<file path="src/rtl/i2s_sample_fifo.sv">
// i2s_sample_fifo: bclk-domain sample buffer between the I2S receiver and the
// DSP/transmitter feed. First-word-fall-through read side, occupancy held in
// its own register, sticky overflow flag with a saturating event counter and
// a selectable drop policy (discard incoming or discard oldest).
module i2s_sample_fifo #(
    parameter int WORD_WIDTH  = 24,
    parameter int DEPTH_LOG2  = 4,
    parameter int DROP_OLDEST = 0
) (
    input  logic                  bclk,
    input  logic                  rst,
    input  logic [WORD_WIDTH-1:0] in_sample,
    input  logic                  in_valid,
    output logic [WORD_WIDTH-1:0] out_sample,
    output logic                  out_valid,
    input  logic                  out_ready,
    output logic [DEPTH_LOG2:0]   level,
    output logic                  full,
    output logic                  overflow,
    output logic [15:0]           overflow_count,
    input  logic                  overflow_clear
);

    localparam int DEPTH = 1 << DEPTH_LOG2;

    typedef logic [DEPTH_LOG2-1:0] ptr_t;
    typedef logic [DEPTH_LOG2:0]   lvl_t;

    localparam lvl_t DEPTH_LVL = lvl_t'(DEPTH);
    localparam ptr_t PTR_ONE   = ptr_t'(1'b1);
    localparam lvl_t LVL_ONE   = lvl_t'(1'b1);

    logic [WORD_WIDTH-1:0] mem_r [DEPTH];
    ptr_t                  wr_ptr_r;
    ptr_t                  rd_ptr_r;
    lvl_t                  level_r;
    logic                  out_valid_r;
    logic                  full_r;
    logic                  overflow_r;
    logic [15:0]           overflow_count_r;

    logic        push_s;
    logic        pop_s;
    logic        at_full_s;
    logic        wr_en_s;
    logic        rd_adv_s;
    lvl_t        level_nxt_s;
    logic        ovf_evt_s;
    logic        overflow_nxt_s;
    logic [15:0] count_nxt_s;

    // Decide what happens to storage, pointers and occupancy this cycle.
    always_comb begin
        push_s      = in_valid & ~rst;
        pop_s       = out_valid_r & out_ready;
        at_full_s   = (level_r == DEPTH_LVL);
        wr_en_s     = 1'b0;
        rd_adv_s    = 1'b0;
        level_nxt_s = level_r;
        ovf_evt_s   = 1'b0;
        if (push_s && pop_s) begin
            // Simultaneous write and read, even when full: occupancy unchanged.
            wr_en_s  = 1'b1;
            rd_adv_s = 1'b1;
        end else if (push_s && !at_full_s) begin
            wr_en_s     = 1'b1;
            level_nxt_s = level_r + LVL_ONE;
        end else if (push_s) begin
            // Full with nobody reading: overflow, policy picks the victim.
            ovf_evt_s = 1'b1;
            if (DROP_OLDEST != 0) begin
                wr_en_s  = 1'b1;
                rd_adv_s = 1'b1;
            end else begin
                wr_en_s  = 1'b0;
                rd_adv_s = 1'b0;
            end
        end else if (pop_s) begin
            rd_adv_s    = 1'b1;
            level_nxt_s = level_r - LVL_ONE;
        end else begin
            level_nxt_s = level_r;
        end
    end

    // Overflow flag and saturating counter; an event beats a coincident clear.
    always_comb begin
        overflow_nxt_s = overflow_r;
        count_nxt_s    = overflow_count_r;
        if (ovf_evt_s) begin
            overflow_nxt_s = 1'b1;
            if (overflow_clear) begin
                count_nxt_s = 16'd1;
            end else if (overflow_count_r == 16'hFFFF) begin
                count_nxt_s = 16'hFFFF;
            end else begin
                count_nxt_s = overflow_count_r + 16'd1;
            end
        end else if (overflow_clear) begin
            overflow_nxt_s = 1'b0;
            count_nxt_s    = 16'd0;
        end else begin
            overflow_nxt_s = overflow_r;
            count_nxt_s    = overflow_count_r;
        end
    end

    // Control state: pointers, occupancy and the registered status outputs.
    always_ff @(posedge bclk) begin
        if (rst) begin
            wr_ptr_r         <= '0;
            rd_ptr_r         <= '0;
            level_r          <= '0;
            out_valid_r      <= 1'b0;
            full_r           <= 1'b0;
            overflow_r       <= 1'b0;
            overflow_count_r <= 16'd0;
        end else begin
            if (wr_en_s) begin
                wr_ptr_r <= wr_ptr_r + PTR_ONE;
            end
            if (rd_adv_s) begin
                rd_ptr_r <= rd_ptr_r + PTR_ONE;
            end
            level_r          <= level_nxt_s;
            out_valid_r      <= (level_nxt_s != '0);
            full_r           <= (level_nxt_s == DEPTH_LVL);
            overflow_r       <= overflow_nxt_s;
            overflow_count_r <= count_nxt_s;
        end
    end

    // Sample storage; contents deliberately survive reset.
    always_ff @(posedge bclk) begin
        if (wr_en_s) begin
            mem_r[wr_ptr_r] <= in_sample;
        end
    end

    assign out_sample     = out_valid_r ? mem_r[rd_ptr_r] : {WORD_WIDTH{1'b0}};
    assign out_valid      = out_valid_r;
    assign level          = level_r;
    assign full           = full_r;
    assign overflow       = overflow_r;
    assign overflow_count = overflow_count_r;

endmodule

</file>
<file path="config.mk">
export PLATFORM = sky130hd
export DESIGN_NAME = i2s_sample_fifo
export DESIGN_NICKNAME = d
export VERILOG_FILES = /design/src/rtl/i2s_sample_fifo.sv
export SDC_FILE = /design/constraint.sdc
export NUM_CORES = 1
export LEC_CHECK = 0
export CAP_MARGIN = 30
export CELL_PAD_IN_SITES_DETAIL_PLACEMENT = 1
export CELL_PAD_IN_SITES_GLOBAL_PLACEMENT = 1
export CORE_ASPECT_RATIO = 2
export CORE_MARGIN = 2
export CORE_UTILIZATION = 41
export CTS_BUF_LIST = sky130_fd_sc_hd__clkbuf_8
export DETAILED_ROUTE_END_ITERATION = 7
export HOLD_SLACK_MARGIN = 0.15
export PLACE_DENSITY = 0.75
export REMOVE_ABC_BUFFERS = 1
export SYNTH_ARGS = -nofsm -noshare
export SYNTH_HDL_FRONTEND = slang
export SYNTH_SLANG_ARGS = --single-unit
export TNS_END_PERCENT = 30
</file>
<file path="constraint.sdc">
create_clock -name bclk -period 5.4 [get_ports bclk]
set_clock_uncertainty 0.15 [all_clocks]
set_input_delay 0.54 -clock bclk [delete_from_list [all_inputs] [get_ports bclk]]
set_output_delay 0.54 -clock bclk [all_outputs]
set_load 0.02 [all_outputs]
</file>
==> results of run 1 <==
report_power, final:
part / switching, W / total (W) / internal [W]
Clock: 0.00117 / 0.00234 / 0.00117
Sequential: 0.0000440 / 0.00362 / 0.00358
Combinational: 0.000324 / 0.000654 / 0.000330
sequential cells by signal (all words and copies together), names as in the netlist, named ones only:
name	cells
mem_r	384
overflow_count	16
level	5
rd_ptr_r	4
wr_ptr_r	4
full	1
out_valid	1
overflow	1
cells in the mapped netlist (2+ instances only):
cell type,count
sky130_fd_sc_hd__a21boi_0,2
sky130_fd_sc_hd__a21oi_1,11
sky130_fd_sc_hd__a311oi_1,4
sky130_fd_sc_hd__a31oi_1,8
sky130_fd_sc_hd__and2_1,25
sky130_fd_sc_hd__and3_1,4
sky130_fd_sc_hd__and4_1,2
sky130_fd_sc_hd__buf_1,7
sky130_fd_sc_hd__buf_2,10
sky130_fd_sc_hd__buf_6,7
sky130_fd_sc_hd__clkbuf_1,15
sky130_fd_sc_hd__dfxtp_1,36
sky130_fd_sc_hd__edfxtp_1,384
sky130_fd_sc_hd__ha_1,8
sky130_fd_sc_hd__inv_1,10
sky130_fd_sc_hd__mux2i_1,2
sky130_fd_sc_hd__mux4_2,120
sky130_fd_sc_hd__nand2_1,16
sky130_fd_sc_hd__nand2b_1,4
sky130_fd_sc_hd__nand3_1,11
sky130_fd_sc_hd__nand4_1,4
sky130_fd_sc_hd__nor2_1,38
sky130_fd_sc_hd__nor3_1,13
sky130_fd_sc_hd__nor4_1,4
sky130_fd_sc_hd__o21a_1,3
sky130_fd_sc_hd__o21ai_0,6
sky130_fd_sc_hd__o21ai_1,3
sky130_fd_sc_hd__or3_4,2
sky130_fd_sc_hd__xnor2_1,3
sky130_fd_sc_hd__xor2_1,5
worst min-delay path: stages, from the launching register on:
cell	delay, ps
sky130_fd_sc_hd__dfxtp_1	310
sky130_fd_sc_hd__nand2_1	60
sky130_fd_sc_hd__a21oi_1	60
cell families (layout without fill, tap and decap cells):
logic type               count (synthesis)  after routing  synth area share (%)
other                                    0              1                     0
multiplexers                           123            123                  16.7
adder cells (fa/ha/maj)                  8              8                 0.610
AO/OA/AOI/OAI                           44             44                  1.77
XOR/XNOR                                 8              8                 0.427
AND/OR/NAND/NOR                        132            132                  4.25
buffers and inverters                   50            208                  1.56
flip-flops                             420            420                  74.7
layout by cell type, fill, tap and decap left out, drive strengths merged, types with 8 or more instances in the layout:
cell / synthesis / final
inv: 10 / 24
buf: 25 / 24
nor2: 38 / 38
a21oi: 11 / 11
and2: 25 / 25
dfxtp: 36 / 36
nand2: 16 / 16
o21ai: 9 / 9
nor3: 13 / 13
clkinv: 0 / 21
clkdlybuf4s50: 0 / 76
a31oi: 8 / 8
ha: 8 / 8
clkbuf: 15 / 56
edfxtp: 384 / 384
mux4: 120 / 120
nand3: 12 / 12
per-stage QoR:
step / area (um^2) / setup slack, ps / util, % / power, W / hold slack (ps)
floorplan: 16200 / -635 / - / 0.00411 / 310
global placement: 17900 / 1510 / 45.3 / 0.00435 / 305
detailed placement: 17900 / 1430 / 45.3 / 0.00436 / 315
CTS: 18900 / 1000 / 48.1 / 0.00669 / 330
global route: 19000 / 915 / 48.1 / 0.00683 / 366
finish: 19000 / 1130 / 48.1 / 0.00661 / 323
cell type report:
| type | instances | area, um^2 | share of cell area (%) |
|---|---|---|---|
| timing repair buffer | 100 | 978 | 5.16 |
| multi-input combinational | 315 | 3940 | 20.8 |
| inverter | 10 | 37.5 | 0.198 |
| tap | 525 | 657 | 3.47 |
| sequential | 420 | 12300 | 64.7 |
| antenna | 1 | 2.50 | 0.0132 |
| clock buffer | 56 | 771 | 4.07 |
| clock inverter | 42 | 304 | 1.60 |
metal layers:
layer  global-route usage [%]  vias up  part of all wire [%]
met5                        0        -                     0
met3                     2.68       80                   4.7
li1                         -     3471                     -
met2                     33.0      231                    54
met4                     6.76        0                   3.1
met1                     21.6     4330                    38
final timing paths:
check | cells past startpoint | to | slack [ps] | startpoint
worst max-delay path | 5 | out_sample[16] | 1130 | flop
worst min-delay path | 2 | overflow | 320 | overflow
worst max register to register | 7 | mem_r[15][16] | 1900 | level[0]
worst min register to register | 2 | overflow | 320 | overflow
==> metrics.log, run 1 <==
INFO  metric numClockSinks = 420
INFO  metric cts_root_buf = sky130_fd_sc_hd__clkbuf_8
INFO  metric final_max_slew_viol_count = 0
INFO  metric pwr_dens = 349 nW/um^2
INFO  metric first_global_vias = 8,978
INFO  metric syn-instance-count = 785
INFO  metric critical_path.endpoint_type = output port
INFO  metric yosysTopAreaCell = sky130_fd_sc_hd__edfxtp_1
INFO  metric min-delay-path-class = reg2reg
INFO  metric number_of_antenna_violating_nets_in_the_routed_design = 0
INFO  metric die-area = 41,700 um^2
INFO  metric synth-seq-cells = 420
INFO  metric relSlewSlack = 38.1%
INFO  metric tritoncts_clock_tree = built
INFO  metric power_leakage = 5.79 nW
INFO  metric nNetsFinal = 938
INFO  metric cpPeakStageDelay = 710 ps
INFO  metric maximum_number_of_pins_on_one_net_before_global_route_repair = 59
INFO  metric insertion_delay = 610 ps
INFO  metric first_iter_violations = 655
INFO  metric ys_top_cells_by_area = sky130_fd_sc_hd__edfxtp_1 (70%), sky130_fd_sc_hd__mux4_2 (16%), sky130_fd_sc_hd__dfxtp_1 (4.4%)
INFO  metric worst-path-buf-inv = 2
INFO  metric dp.cells = 1,370
INFO  metric slew_of_the_pin_with_the_lowest_slew_margin = 929 ps
INFO  metric worstSetupStartpointType = flop
INFO  metric dieWidth = 145 um
INFO  metric timing.final.crit_period = 4270 ps
INFO  metric grt_first_pass_wirelength = 56,200 um
INFO  metric cp.required = 4710 ps
INFO  metric cp.arrival = 3580 ps
INFO  metric synth.yosys.seq_area_share = 74.7%
INFO  metric hold_buffers = 0
INFO  metric route.detailed.drc = 0
INFO  metric post_cts.resized_instances = 0
INFO  metric max_clock_freq = 234 MHz
INFO  metric crit_path_max_fanout = 26
INFO  metric cp_slowest_cell = sky130_fd_sc_hd__dfxtp_4
INFO  metric wl_per_cell = 25.5 um
INFO  metric gpl.final_weighted_congestion = 0.781
INFO  metric cts-htree-levels = 2
INFO  metric die_height = 287 um
INFO  metric grt_antenna_before_repair = 1
INFO  metric clkSlewWorstSetupHoldPaths = 80 ps
INFO  metric port_buffers = 76
INFO  metric dpl.hpwl = 23,300 um
INFO  metric timing.final.crit_share = 79.1%
INFO  metric synth_cell_type_count = 48
INFO  metric synth_async_sr_flop_share = 0%
INFO  metric grt_overflow = 0
INFO  metric yosysWarningCount = 0
INFO  metric synth_flop_cell = sky130_fd_sc_hd__edfxtp_1
INFO  metric groute.usage.overall = 18.1%
INFO  metric critical_path_cell_by_cell = buf_4, mux4_2, mux4_2, and2_1, clkdlybuf4s50_1
INFO  metric synthToLayoutAreaGrowth = 15.6%
INFO  metric initial_utilization = 41.6%
INFO  metric setup.worst_path.class = reg2out
INFO  metric ctsLongestPathBuffers = 3
INFO  metric final_non_filler_cells = 1,469
INFO  metric io_pins = 77
INFO  metric post-cts-setup-buffer-count = 0
INFO  metric std_cell_rows = 103
INFO  metric maxCapViolations = 0
INFO  metric route.detailed.vias_per_inst = 5.52
INFO  metric core = 39,400 um^2
INFO  metric timing.critical_path.mode_cell = sky130_fd_sc_hd__mux4_2
INFO  metric total_negative_setup_slacks = 0 ps
INFO  metric dr_total_vias = 8,112
INFO  metric first_pass_iters = 4
INFO  metric finalSetupViolations = 0
INFO  metric final.fill_count = 3,697
INFO  metric synth_top_cell_area_share = 70.3%
INFO  metric endpoints_failing_hold = 0
INFO  metric synth.avg_cell_area = 20.9 um^2
INFO  metric synth-edff-count = 384
INFO  metric run_status = finished clean
INFO  metric drive_gt1_share = 25.7%
INFO  metric critical_path.top_delay_family = multiplexers
INFO  metric detail_route.wirelength = 37,500 um
INFO  metric peakVddDrop = 0.000150 V
INFO  metric netlist_area = 16,400 um^2
INFO  metric tritoncts.num_buffers = 54
INFO  metric grt_setup_unrepaired = false
Note: power is estimated with default switching activity, not from simulation.
==> run 2, diff against run 1 <==
==> constraint.sdc (replaced) <==
create_clock -name bclk -period 4.2 [get_ports bclk]
set_clock_uncertainty 0.15 [all_clocks]
set_input_delay 0.42 -clock bclk [delete_from_list [all_inputs] [get_ports bclk]]
set_output_delay 0.42 -clock bclk [all_outputs]
set_load 0.02 [all_outputs]
==> metrics.log, run 2 (synthesis results as in run 1) <==
INFO  metric detail_route.wirelength = 37,600 um (+0.39%)
INFO  metric dp_worst_setup_slack = 876 ps (-552 ps)
INFO  metric finalSetupViolations = 0 (unchanged)
INFO  metric grt_first_pass_wirelength = 56,600 um (+0.77%)
INFO  metric grt_use_met3 = 2.54% (-0.14 points)
INFO  metric port_buffers = 76 (unchanged)
INFO  metric insertion_delay = 620 ps (about the same)
INFO  metric die-area = 41,700 um^2 (unchanged)
INFO  metric timing.critical_path.mode_cell = sky130_fd_sc_hd__mux4_2
INFO  metric critical_path.endpoint_type = output port
INFO  metric final_non_filler_cells = 1,491 (+1.5%)
INFO  metric min-delay-path-class = in2reg
INFO  metric io_pins = 77 (unchanged)
INFO  metric grt_overflow = 0 (unchanged)
INFO  metric die_height = 287 um (unchanged)
INFO  metric largest_register_ff_count = 384 (unchanged)
INFO  metric maximum_number_of_pins_on_one_net_before_global_route_repair = 41 (-31%)
INFO  metric dp.cells = 1,383 (+0.95%)
INFO  metric layout.cells.most_common_list = sky130_fd_sc_hd__edfxtp_1 (384), sky130_fd_sc_hd__mux4_2 (120), sky130_fd_sc_hd__clkdlybuf4s50_1 (76)
INFO  metric critical_path_cell_by_cell = buf_4, mux4_2, mux4_2, and2_1, clkdlybuf4s50_1
INFO  metric dpl.hpwl = 22,000 um (-5.5%)
INFO  metric cp_slowest_cell = sky130_fd_sc_hd__mux4_2
INFO  metric run_status = finished clean
INFO  metric timing.reg2reg.setup_slack = 1050 ps (-850 ps)
INFO  metric endpoints_failing_hold = 0 (unchanged)
INFO  metric hold_buffers = 0 (unchanged)
INFO  metric cpPeakStageDelay = 560 ps (-150 ps)
INFO  metric relSlewSlack = 48.8% (+11 points)
INFO  metric tritoncts_clock_tree = built
INFO  metric power.total = 0.00855 W (+29%)
INFO  metric hold-path-cell-count = 3 (+1)
INFO  metric post_cts.resized_instances = 0 (unchanged)
INFO  metric wl_per_cell = 25.2 um (-1.1%)
INFO  metric cts-htree-levels = 2 (unchanged)
INFO  metric cts_root_buf = sky130_fd_sc_hd__clkbuf_8
INFO  metric hold_end = overflow_count[0]
INFO  metric worst_r2r_path_depth = 7 (unchanged)
INFO  metric route.detailed.vias_per_inst = 5.53 (about the same)
INFO  metric gpl.final_weighted_congestion = 0.770 (-1.5%)
INFO  metric cp.arrival = 3320 ps (-260 ps)
INFO  metric timing.final.crit_share = 92.6%
INFO  metric global_route.peak_usage_layer = met2
INFO  metric post-cts-setup-buffer-count = 0 (unchanged)
INFO  metric final_max_slew_viol_count = 0 (unchanged)
INFO  metric dieWidth = 145 um (unchanged)
INFO  metric groute.layer.met2.usage = 33.4% (+0.31 points)
INFO  metric synthToLayoutAreaGrowth = 16.4%
INFO  metric postLayoutCoreUtil = 48.4% (+0.36 points)
INFO  metric setup.worst_path.class = reg2out
INFO  metric initial_utilization = 41.6% (unchanged)
INFO  metric pwr_dens = 448 nW/um^2 (+28%)
INFO  metric cp.required = 3630 ps (-1080 ps)
INFO  metric maxCapViolations = 0 (unchanged)
INFO  metric drive_gt1_share = 26.9% (+1.2 points)
INFO  metric leading_cell_type_in_the_layout_fill_and_taps_excluded = sky130_fd_sc_hd__edfxtp_1
INFO  metric power_leakage = 5.88 nW (+1.6%)
INFO  metric ctsLongestPathBuffers = 3 (unchanged)
INFO  metric groute.usage.overall = 18.3% (+0.20 points)
INFO  metric numClockSinks = 420 (unchanged)
INFO  metric worstReg2RegStart = level[1]
INFO  metric clkSlewWorstSetupHoldPaths = 70 ps (about the same)
INFO  metric first_iter_violations = 577 (-12%)
INFO  metric timing.final.crit_period = 3890 ps
INFO  metric max_clock_freq = 257 MHz
INFO  metric nNetsFinal = 953 (+1.6%)
INFO  metric first_pass_iters = 4 (unchanged)
INFO  metric grt_setup_unrepaired = false
INFO  metric tritoncts.num_buffers = 56 (+3.7%)
INFO  metric dr_total_vias = 8,240 (+1.6%)
INFO  metric slew_of_the_pin_with_the_lowest_slew_margin = 762 ps (-167 ps)
INFO  metric largest-register = mem_r
INFO  metric crit_path_max_fanout = 14 (-46%)
INFO  metric route.detailed.drc = 0 (unchanged)
INFO  metric grt_util_met1 = 21.1% (-0.49 points)
INFO  metric worstHoldStart = overflow_clear
INFO  metric setup_ws_post_layout = 312 ps (-814 ps)
INFO  metric final.fill_count = 3,720 (+0.62%)
INFO  metric grt_antenna_before_repair = 2 (+1)
INFO  metric number_of_antenna_violating_nets_in_the_routed_design = 0 (unchanged)
INFO  metric std_cell_rows = 103 (unchanged)
INFO  metric core = 39,400 um^2 (unchanged)
INFO  metric first_global_vias = 9,129 (+1.7%)
INFO  metric worstSetupStartpointType = flop
INFO  metric rr_endpoint = mem_r[1][10]
INFO  metric peakVddDrop = 0.000287 V (+91%)
==> run 2: changes by cell type in the layout (fill, tap and decap cells not counted), sizes merged <==
cell and change:
buf +13, clkinv +9, clkinvlp -2, diode +1, inv +1
==> run 2: worst max-delay path by stage <==
stage	start	to	slack (ps)	cells past startpoint
after CTS	flop	out_sample[13]	210	5
after floorplan	flop	out_sample[0]	-1710	3
after detailed placement	out_ready	mem_r[7][17]	880	6
after global placement	flop	out_sample[13]	940	5
final	flop	out_sample[9]	310	5
after global routing	flop	out_sample[13]	170	5
==> run 2: cell type report <==
cell class | count | area, um^2 | area share [%]
Antenna cell | 2 | 5.00 | 0.0262
Clock buffer | 56 | 771 | 4.04
Sequential cell | 420 | 12300 | 64.2
Tap cell | 525 | 657 | 3.44
Clock inverter | 50 | 345 | 1.81
Inverter | 10 | 37.5 | 0.197
Multi-Input combinational cell | 315 | 3940 | 20.6
Timing Repair Buffer | 113 | 1080 | 5.64
==> run 2: critical path: cells and delay by family, from the launching register on <==
kind | cells | cell delay, ps
multiplexers | 2 | 1040
flip-flops | 1 | 510
buffers and inverters | 2 | 920
AND/OR/NAND/NOR | 1 | 210
==> run 2: power breakdown <==
group / leakage, nW / internal, W / total, W / switching [W]
Combinational: 1.52 / 0.000427 / 0.000836 / 0.000409
Sequential: 3.75 / 0.00460 / 0.00464 / 0.0000423
Clock: 0.612 / 0.00152 / 0.00307 / 0.00154
Total: 5.88 / 0.00655 / 0.00855 / 0.00199
==> run 2: metrics by stage <==
| step | TNS (ps) | instance area [um^2] | hold WS, ps |
|---|---|---|---|
| 2_1_floorplan | -41150 | 16200 | 310 |
| 3_3_place_gp | 0 | 18000 | 306 |
| 3_5_place_dp | 0 | 18000 | 314 |
| 4_1_cts | 0 | 19100 | 260 |
| 5_1_grt | 0 | 19100 | 320 |
| 6_report | 0 | 19100 | 306 |
==> run 2: layer usage <==
| metal | vias up | part of all wire [%] |
|---|---|---|
| li1 | 3515 | - |
| met1 | 4364 | 37 |
| met2 | 268 | 54 |
| met3 | 93 | 4.7 |
| met4 | 0 | 3.7 |
| met5 | - | 0 |
==> run 3, diff against run 2 <==
--- a/config.mk
+++ b/config.mk
@@ -13,7 +13,7 @@
 export CORE_UTILIZATION = 41
 export CTS_BUF_LIST = sky130_fd_sc_hd__clkbuf_8
 export DETAILED_ROUTE_END_ITERATION = 7
-export HOLD_SLACK_MARGIN = 0.15
+export HOLD_SLACK_MARGIN = 0.06
 export PLACE_DENSITY = 0.75
 export REMOVE_ABC_BUFFERS = 1
 export SYNTH_ARGS = -nofsm -noshare
==> results of run 3 <==
The final DEF is identical to that of run 2; final timing and power are the same.
